===== config.mk =====
export PLATFORM = sky130hd
export DESIGN_NAME = riscv_core_muxnx1_pipe_flat
export DESIGN_NICKNAME = d
export VERILOG_FILES = /design/src/rtl/riscv_core_pkg.sv /design/src/rtl/riscv_core_muxnx1_pipe_if.sv /design/src/rtl/riscv_core_skid_buf.sv /design/src/rtl/riscv_core_muxnx1_pipe.sv /design/src/flat_wrapper.sv
export SDC_FILE = /design/constraint.sdc
export NUM_CORES = 1
export LEC_CHECK = 0
export BUFFER_PORTS_ARGS = -buffer_cell sky130_fd_sc_hd__buf_2
export CAP_MARGIN = 20
export CORE_AREA = 2 2 127 129
export DETAILED_ROUTE_END_ITERATION = 8
export DIE_AREA = 0 0 129 131
export PLACE_DENSITY = 0.79
export SYNTH_ARGS = -nofsm -noshare
export SYNTH_HDL_FRONTEND = slang
export SYNTH_SLANG_ARGS = --single-unit

===== constraint.sdc =====
create_clock -name i_clk -period 3.22 [get_ports i_clk]
set_input_delay 0.966 -clock i_clk [delete_from_list [all_inputs] [get_ports i_clk]]
set_output_delay 0.966 -clock i_clk [all_outputs]
set_load 0.01 [all_outputs]

===== src/rtl/riscv_core_pkg.sv =====
// Shared definitions for the riscv_core select/pipeline blocks.
//  XLEN_DEFAULT : default datapath width
//  xlen_t       : one XLEN_DEFAULT-wide data word
//  sel_mode_e   : how a select vector is interpreted (binary index or one-hot)
//  sel_width()  : select-vector width for a given input count and select mode
package riscv_core_pkg;

    localparam int XLEN_DEFAULT = 64;

    typedef logic [XLEN_DEFAULT-1:0] xlen_t;

    typedef enum logic {
        SEL_BINARY = 1'b0,
        SEL_ONEHOT = 1'b1
    } sel_mode_e;

    function automatic int sel_width(input int num_in, input sel_mode_e mode);
        return (mode == SEL_ONEHOT) ? num_in : $clog2(num_in);
    endfunction

endpackage


===== src/rtl/riscv_core_muxnx1_pipe_if.sv =====
// Valid/ready bundle for riscv_core_muxnx1_pipe.
//  upstream  : i_flush, i_data (NUM_IN packed words), i_sel, i_valid -> o_ready
//  downstream: o_data, o_err, o_valid -> i_ready
//  master modport drives the inputs and the downstream ready (the environment);
//  slave modport is the selector itself.
interface riscv_core_muxnx1_pipe_if #(
    parameter int XLEN   = riscv_core_pkg::XLEN_DEFAULT,
    parameter int NUM_IN = 4,
    parameter int ONEHOT = 0
);
    localparam int SEL_W = riscv_core_pkg::sel_width(
        NUM_IN, (ONEHOT != 0) ? riscv_core_pkg::SEL_ONEHOT : riscv_core_pkg::SEL_BINARY);

    logic                     i_flush;
    logic [NUM_IN*XLEN-1:0]   i_data;
    logic [SEL_W-1:0]         i_sel;
    logic                     i_valid;
    logic                     o_ready;
    logic [XLEN-1:0]          o_data;
    logic                     o_err;
    logic                     o_valid;
    logic                     i_ready;

    modport master (
        output i_flush, i_data, i_sel, i_valid, i_ready,
        input  o_ready, o_data, o_err, o_valid
    );

    modport slave (
        input  i_flush, i_data, i_sel, i_valid, i_ready,
        output o_ready, o_data, o_err, o_valid
    );

endinterface


===== src/rtl/riscv_core_skid_buf.sv =====
// Two-entry elastic register stage (main + skid) with valid/ready handshake.
//  clk, rst   : clock, asynchronous active-high reset
//  flush      : synchronous; empties both entries, drops a same-cycle input
//  in_data/in_valid/in_ready    : upstream side; in_ready is a pure register output
//  out_data/out_valid/out_ready : downstream side, driven straight from main entry
module riscv_core_skid_buf #(
    parameter int WIDTH = 65
) (
    input  logic             clk,
    input  logic             rst,
    input  logic             flush,
    input  logic [WIDTH-1:0] in_data,
    input  logic             in_valid,
    output logic             in_ready,
    output logic [WIDTH-1:0] out_data,
    output logic             out_valid,
    input  logic             out_ready
);

    logic [WIDTH-1:0] main_data_p1;
    logic [WIDTH-1:0] skid_data_p1;
    logic             main_vld_p1;
    logic             skid_vld_p1;
    logic             accept;
    logic             to_skid;

    // Ready depends only on skid occupancy, so there is no combinational path
    // from out_ready back to in_ready.
    assign in_ready = !skid_vld_p1;
    assign accept   = in_valid && in_ready;
    // Park the new entry only when main is occupied and cannot drain this cycle.
    assign to_skid  = accept && main_vld_p1 && !out_ready;

    // ---- stage p1: main / skid registers ----
    always_ff @(posedge clk or posedge rst) begin
        if (rst) begin
            main_vld_p1  <= 1'b0;
            skid_vld_p1  <= 1'b0;
            main_data_p1 <= '0;
        end else if (flush) begin
            main_vld_p1 <= 1'b0;
            skid_vld_p1 <= 1'b0;
        end else if (skid_vld_p1) begin
            // Upstream is stalled while skid is full; the skid entry moves up
            // as soon as main drains, which keeps strict FIFO order.
            if (out_ready) begin
                main_data_p1 <= skid_data_p1;
                skid_vld_p1  <= 1'b0;
            end
        end else if (accept) begin
            if (to_skid) begin
                skid_vld_p1 <= 1'b1;
            end else begin
                main_data_p1 <= in_data;
                main_vld_p1  <= 1'b1;
            end
        end else if (out_ready) begin
            main_vld_p1 <= 1'b0;
        end
    end

    always_ff @(posedge clk) begin
        if (to_skid && !flush) begin
            skid_data_p1 <= in_data;
        end
    end

    assign out_data  = main_data_p1;
    assign out_valid = main_vld_p1;

endmodule


===== src/rtl/riscv_core_muxnx1_pipe.sv =====
// N-input, XLEN-wide selector with a registered elastic output stage.
//  i_clk, i_rst : clock, asynchronous active-high reset
//  bus (slave)  : i_flush, i_data, i_sel, i_valid, o_ready (upstream)
//                 o_data, o_err, o_valid, i_ready (downstream)
//  Binary select (ONEHOT=0) is legal when i_sel < NUM_IN; one-hot select
//  (ONEHOT=1) is legal when exactly one bit is set. An illegal select yields
//  data 0 with o_err=1. One cycle latency, one transfer per cycle.
module riscv_core_muxnx1_pipe
    import riscv_core_pkg::*;
#(
    parameter int XLEN   = XLEN_DEFAULT,
    parameter int NUM_IN = 4,
    parameter int ONEHOT = 0
) (
    input  logic                      i_clk,
    input  logic                      i_rst,
    riscv_core_muxnx1_pipe_if.slave   bus
);

    localparam sel_mode_e MODE  = (ONEHOT != 0) ? SEL_ONEHOT : SEL_BINARY;
    localparam int        SEL_W = sel_width(NUM_IN, MODE);

    logic [XLEN-1:0] dec_data_p0;
    logic            dec_err_p0;
    logic [XLEN:0]   out_word_p1;

    // ---- stage p0: select decode and legality check ----
    // Decode is purely combinational; its result is only captured when the
    // input handshake fires. Defaults give the illegal-select result, so an
    // unknown select can only ever produce {err=1, data=0}.
    if (MODE == SEL_ONEHOT) begin : g_onehot
        always_comb begin
            dec_data_p0 = '0;
            dec_err_p0  = 1'b1;
            if ($onehot(bus.i_sel)) begin
                for (int k = 0; k < NUM_IN; k++) begin
                    if (bus.i_sel[k]) begin
                        dec_data_p0 = bus.i_data[k*XLEN +: XLEN];
                        dec_err_p0  = 1'b0;
                    end
                end
            end
        end
    end else begin : g_binary
        always_comb begin
            dec_data_p0 = '0;
            dec_err_p0  = 1'b1;
            for (int k = 0; k < NUM_IN; k++) begin
                if (bus.i_sel == SEL_W'(k)) begin
                    dec_data_p0 = bus.i_data[k*XLEN +: XLEN];
                    dec_err_p0  = 1'b0;
                end
            end
        end
    end

    // ---- stage p1: elastic register stage carrying {err, data} ----
    riscv_core_skid_buf #(
        .WIDTH (XLEN + 1)
    ) u_skid (
        .clk       (i_clk),
        .rst       (i_rst),
        .flush     (bus.i_flush),
        .in_data   ({dec_err_p0, dec_data_p0}),
        .in_valid  (bus.i_valid),
        .in_ready  (bus.o_ready),
        .out_data  (out_word_p1),
        .out_valid (bus.o_valid),
        .out_ready (bus.i_ready)
    );

    assign bus.o_err  = out_word_p1[XLEN];
    assign bus.o_data = out_word_p1[XLEN-1:0];

endmodule


===== src/flat_wrapper.sv =====
// flat-port wrapper written by rule: the top's interface ports become plain ports
module riscv_core_muxnx1_pipe_flat import riscv_core_pkg::*;
#(
    parameter int XLEN   = XLEN_DEFAULT,
    parameter int NUM_IN = 4,
    parameter int ONEHOT = 0
)
  (i_clk, i_rst, bus_i_flush, bus_i_data, bus_i_sel, bus_i_valid, bus_i_ready, bus_o_ready, bus_o_data, bus_o_err, bus_o_valid);
  riscv_core_muxnx1_pipe_if #(.XLEN(XLEN), .NUM_IN(NUM_IN), .ONEHOT(ONEHOT)) bus_i ();
  input  logic i_clk;
  input  logic i_rst;
  input wire logic [$bits(bus_i.i_flush)-1:0] bus_i_flush;
  input wire logic [$bits(bus_i.i_data)-1:0] bus_i_data;
  input wire logic [$bits(bus_i.i_sel)-1:0] bus_i_sel;
  input wire logic [$bits(bus_i.i_valid)-1:0] bus_i_valid;
  input wire logic [$bits(bus_i.i_ready)-1:0] bus_i_ready;
  output wire logic [$bits(bus_i.o_ready)-1:0] bus_o_ready;
  output wire logic [$bits(bus_i.o_data)-1:0] bus_o_data;
  output wire logic [$bits(bus_i.o_err)-1:0] bus_o_err;
  output wire logic [$bits(bus_i.o_valid)-1:0] bus_o_valid;
  assign bus_i.i_flush = bus_i_flush;
  assign bus_i.i_data = bus_i_data;
  assign bus_i.i_sel = bus_i_sel;
  assign bus_i.i_valid = bus_i_valid;
  assign bus_i.i_ready = bus_i_ready;
  assign bus_o_ready = bus_i.o_ready;
  assign bus_o_data = bus_i.o_data;
  assign bus_o_err = bus_i.o_err;
  assign bus_o_valid = bus_i.o_valid;
  riscv_core_muxnx1_pipe #(.XLEN(XLEN), .NUM_IN(NUM_IN), .ONEHOT(ONEHOT)) u_core (.i_clk(i_clk), .i_rst(i_rst), .bus(bus_i));
endmodule

==> results_dict.tcl <==
set metrics [dict create \
    worst_pin_slew_ns 0.653 \
    hold_viol 0 \
    worst_setup_path_start_kind "flop" \
    syn_area_um2 6640 \
    intPower_w 0.00352 \
    slowest_delay_ns 0.71 \
    status "complete, no violations" \
    first_iter_violations 421 \
    fin_skew_ns 0.00786 \
    cp_cell_sequence "inv_1 > buf_2" \
    powerDensity_nw_per_um2 528 \
    path_class "reg2out" \
    fin_crit_sh_pct 75.2 \
    combPwrFrac_pct 19.4 \
    required_ns 2.25 \
    die-area_um2 16900 \
    fmax_mhz 413 \
    p_sw_share_pct 26.1 \
    ctsHoldBuffers 0 \
    utilization_pct 57.9 \
    total_leakage_power_nw 4.00 \
    synth_seq_cells 132 \
    min_path_type "reg2reg" \
    post_drt_wl_per_cell_um 21.7 \
    rsz0062_at_grt "false" \
    endpoint_kind "output port" \
    diodes 0 \
    ios 330 \
    gr-total-overflow 0 \
    antenna_found_initial 0 \
    p_clk_share_pct 37.4 \
    synthDistinctLibCells 22 \
    num_vias 5524 \
    ys_warn_count 0 \
    die_h_um 131 \
    floorplan.initialDensity_pct 42.5 \
    finalSetupViolations 0 \
    grt_pass1_wl_um 30500 \
    ir_drop_v 0.000320 \
    cp.arrival_ns 1.45 \
    synth_cells 390 \
    place_congestion 0.811 \
    seqPwrFrac_pct 43.2 \
    clk_latency_ns 0.41 \
    grt_pass1_vias 5762 \
    final_net_count 963 \
    routed_via_density 5.95 \
    drc 0 \
    crit_family "flip-flops" \
    rows 46 \
    ys_seq_area_share_pct 54.7 \
    area_growth_pct 36.1 \
    cts_buffer_depth 2 \
    maxSlewViolCount 0 \
    cts.sinks 132 \
    drtAntennaViolNets 0 \
    worst_path_max_delay_cell "dfrtp_2" \
    ctsResizeCount 0 \
    drt_wl_total_um 20200 \
    clk_pin_slew_ns 0.05 \
    place_hpwl_um 14200 \
    port-buffer-count 329 \
    period_needed_ns 2.42 \
    synthesis.nets 653 \
    syn_area_per_cell_um2 17.0 \
    drive_gt1_share_pct 61.0 \
    cts_max_level 4 \
    root_buffer "clkbuf_16" \
    cts_buffers 17 \
    p_sw_w 0.00124 \
    maxCapViolations 0 \
    fin_setup_tns_ns 0 \
    core_area_um2 15600 \
    cp_max_fo 35 \
    cp_num_buf_inv 2 \
    power_w 0.00477 \
    cts_tree "yes" \
    first_pass_iters 5 \
    slew-limit-headroom_pct 56.4 \
    grt_max_degree 66 \
    die-width_um 129 \
    post_cts_buffers 0 \
    track_usage_pct 23.6 \
]
==> sequential cells by signal, indices dropped and copies added, names as in the netlist <==
name and cells:
u_core.u_skid.skid_vld_p1 1, u_core.u_skid.out_data 65, u_core.u_skid.skid_data_p1 65, u_core.u_skid.out_valid 1
==> routing by layer <==
metal / vias up / track usage (%) / share of wire [%]
met3: 27 / 5.05 / 7.5
met4: 0 / 8.76 / 1.8
met2: 321 / 42.0 / 54
met5: - / 0 / 0
met1: 2813 / 28.2 / 37
li1: 2363 / - / -
==> cells in the mapped netlist <==
master,instances,area [um^2]
dfrtp_1,67,1680
edfxtp_1,65,1950
a221o_1,64,641
and4_1,64,561
mux4_2,61,1370
clkbuf_1,28,105
buf_2,14,70.1
buf_6,6,67.6
inv_1,4,15.0
mux4_1,3,78.8
nor2_1,3,11.3
a21o_1,1,7.51
a21oi_1,1,5.00
and3_1,1,6.26
buf_8,1,15.0
conb_1,1,3.75
mux2i_1,1,10.0
nand2_1,1,3.75
nand2b_1,1,6.26
nor2b_1,1,6.26
o2111a_1,1,11.3
o221ai_1,1,8.76
==> worst register-to-register path, stage by stage (launching register included) <==
cell	delay, ns
dfrtp_2	0.71
buf_4	0.45
o221ai_4	0.19
buf_12	0.26
a221o_1	0.42
==> cells by family (layout without fill, tap and decap cells) <==
kind of cell,Yosys count,count (layout),share of synthesized area (%)
flip-flops,132,132,54.7
AO/OA/AOI/OAI,68,68,10.1
other,1,1,0.0565
buffers and inverters,53,376,4.11
multiplexers,65,65,22.0
AND/OR/NAND/NOR,71,71,8.96
==> final cells by class <==
cell class                 count  area [um^2]
fill                        1269         6570
sequential                   132         3630
multi-input combinational    205         2760
timing repair buffer         340         1820
clock buffer                  22          454
tap                          216          270
clock inverter                10         85.1
inverter                       4         16.3
==> placed cells by master, fill, tap and decap left out, types with 2 or more instances in the layout <==
cell type,Yosys,layout
clkinv_2,0,6
buf_2,14,328
dfrtp_1,67,66
mux4_1,3,3
and4_1,64,64
clkbuf_1,28,4
edfxtp_1,65,65
inv_1,4,2
buf_12,0,7
clkbuf_16,0,17
a221o_1,64,64
nor2_1,3,3
mux4_2,61,61
clkinvlp_4,0,4
buf_4,0,5
==> final timing paths <==
path                                                   startpoint                                endpoint  slack, ns  cells past startpoint
max                           u_core.u_skid.skid_vld_p1$_DFF_PP0_                             bus_o_ready       0.80                      2
min                        u_core.u_skid.out_data[30]$_DFFE_PP0P_  u_core.u_skid.out_data[30]$_DFFE_PP0P_       0.50                      1
max reg2reg                   u_core.u_skid.skid_vld_p1$_DFF_PP0_  u_core.u_skid.out_data[15]$_DFFE_PP0P_       1.07                      4
min reg2reg                u_core.u_skid.out_data[30]$_DFFE_PP0P_  u_core.u_skid.out_data[30]$_DFFE_PP0P_       0.50                      1
max in group asynchronous                                   i_rst  u_core.u_skid.out_data[33]$_DFFE_PP0P_       1.96                      3
min in group asynchronous                                   i_rst  u_core.u_skid.out_data[28]$_DFFE_PP0P_       0.63                      2
==> per-stage QoR <==
stage	instance area, um^2	cells	setup slack (ns)	hold slack (ns)
final	9030	929	0.799	0.503
after global routing	9030	929	0.708	0.525
after global placement	8490	897	0.683	0.489
after CTS	9030	929	0.792	0.510
after floorplan	6640	390	0.571	0.490
after detailed placement	8490	897	0.618	0.497
==> power by group through the flow <==
stage,clock [W],sequential [W],combinational [W]
after detailed placement,0,0.00209,0.000933
after CTS,0.00181,0.00206,0.000934
after floorplan,0,0.00215,0.000417
after global routing,0.00187,0.00208,0.000995
final,0.00178,0.00206,0.000923
after global placement,0,0.00208,0.000900
Note: power is estimated with default switching activity, not from simulation.
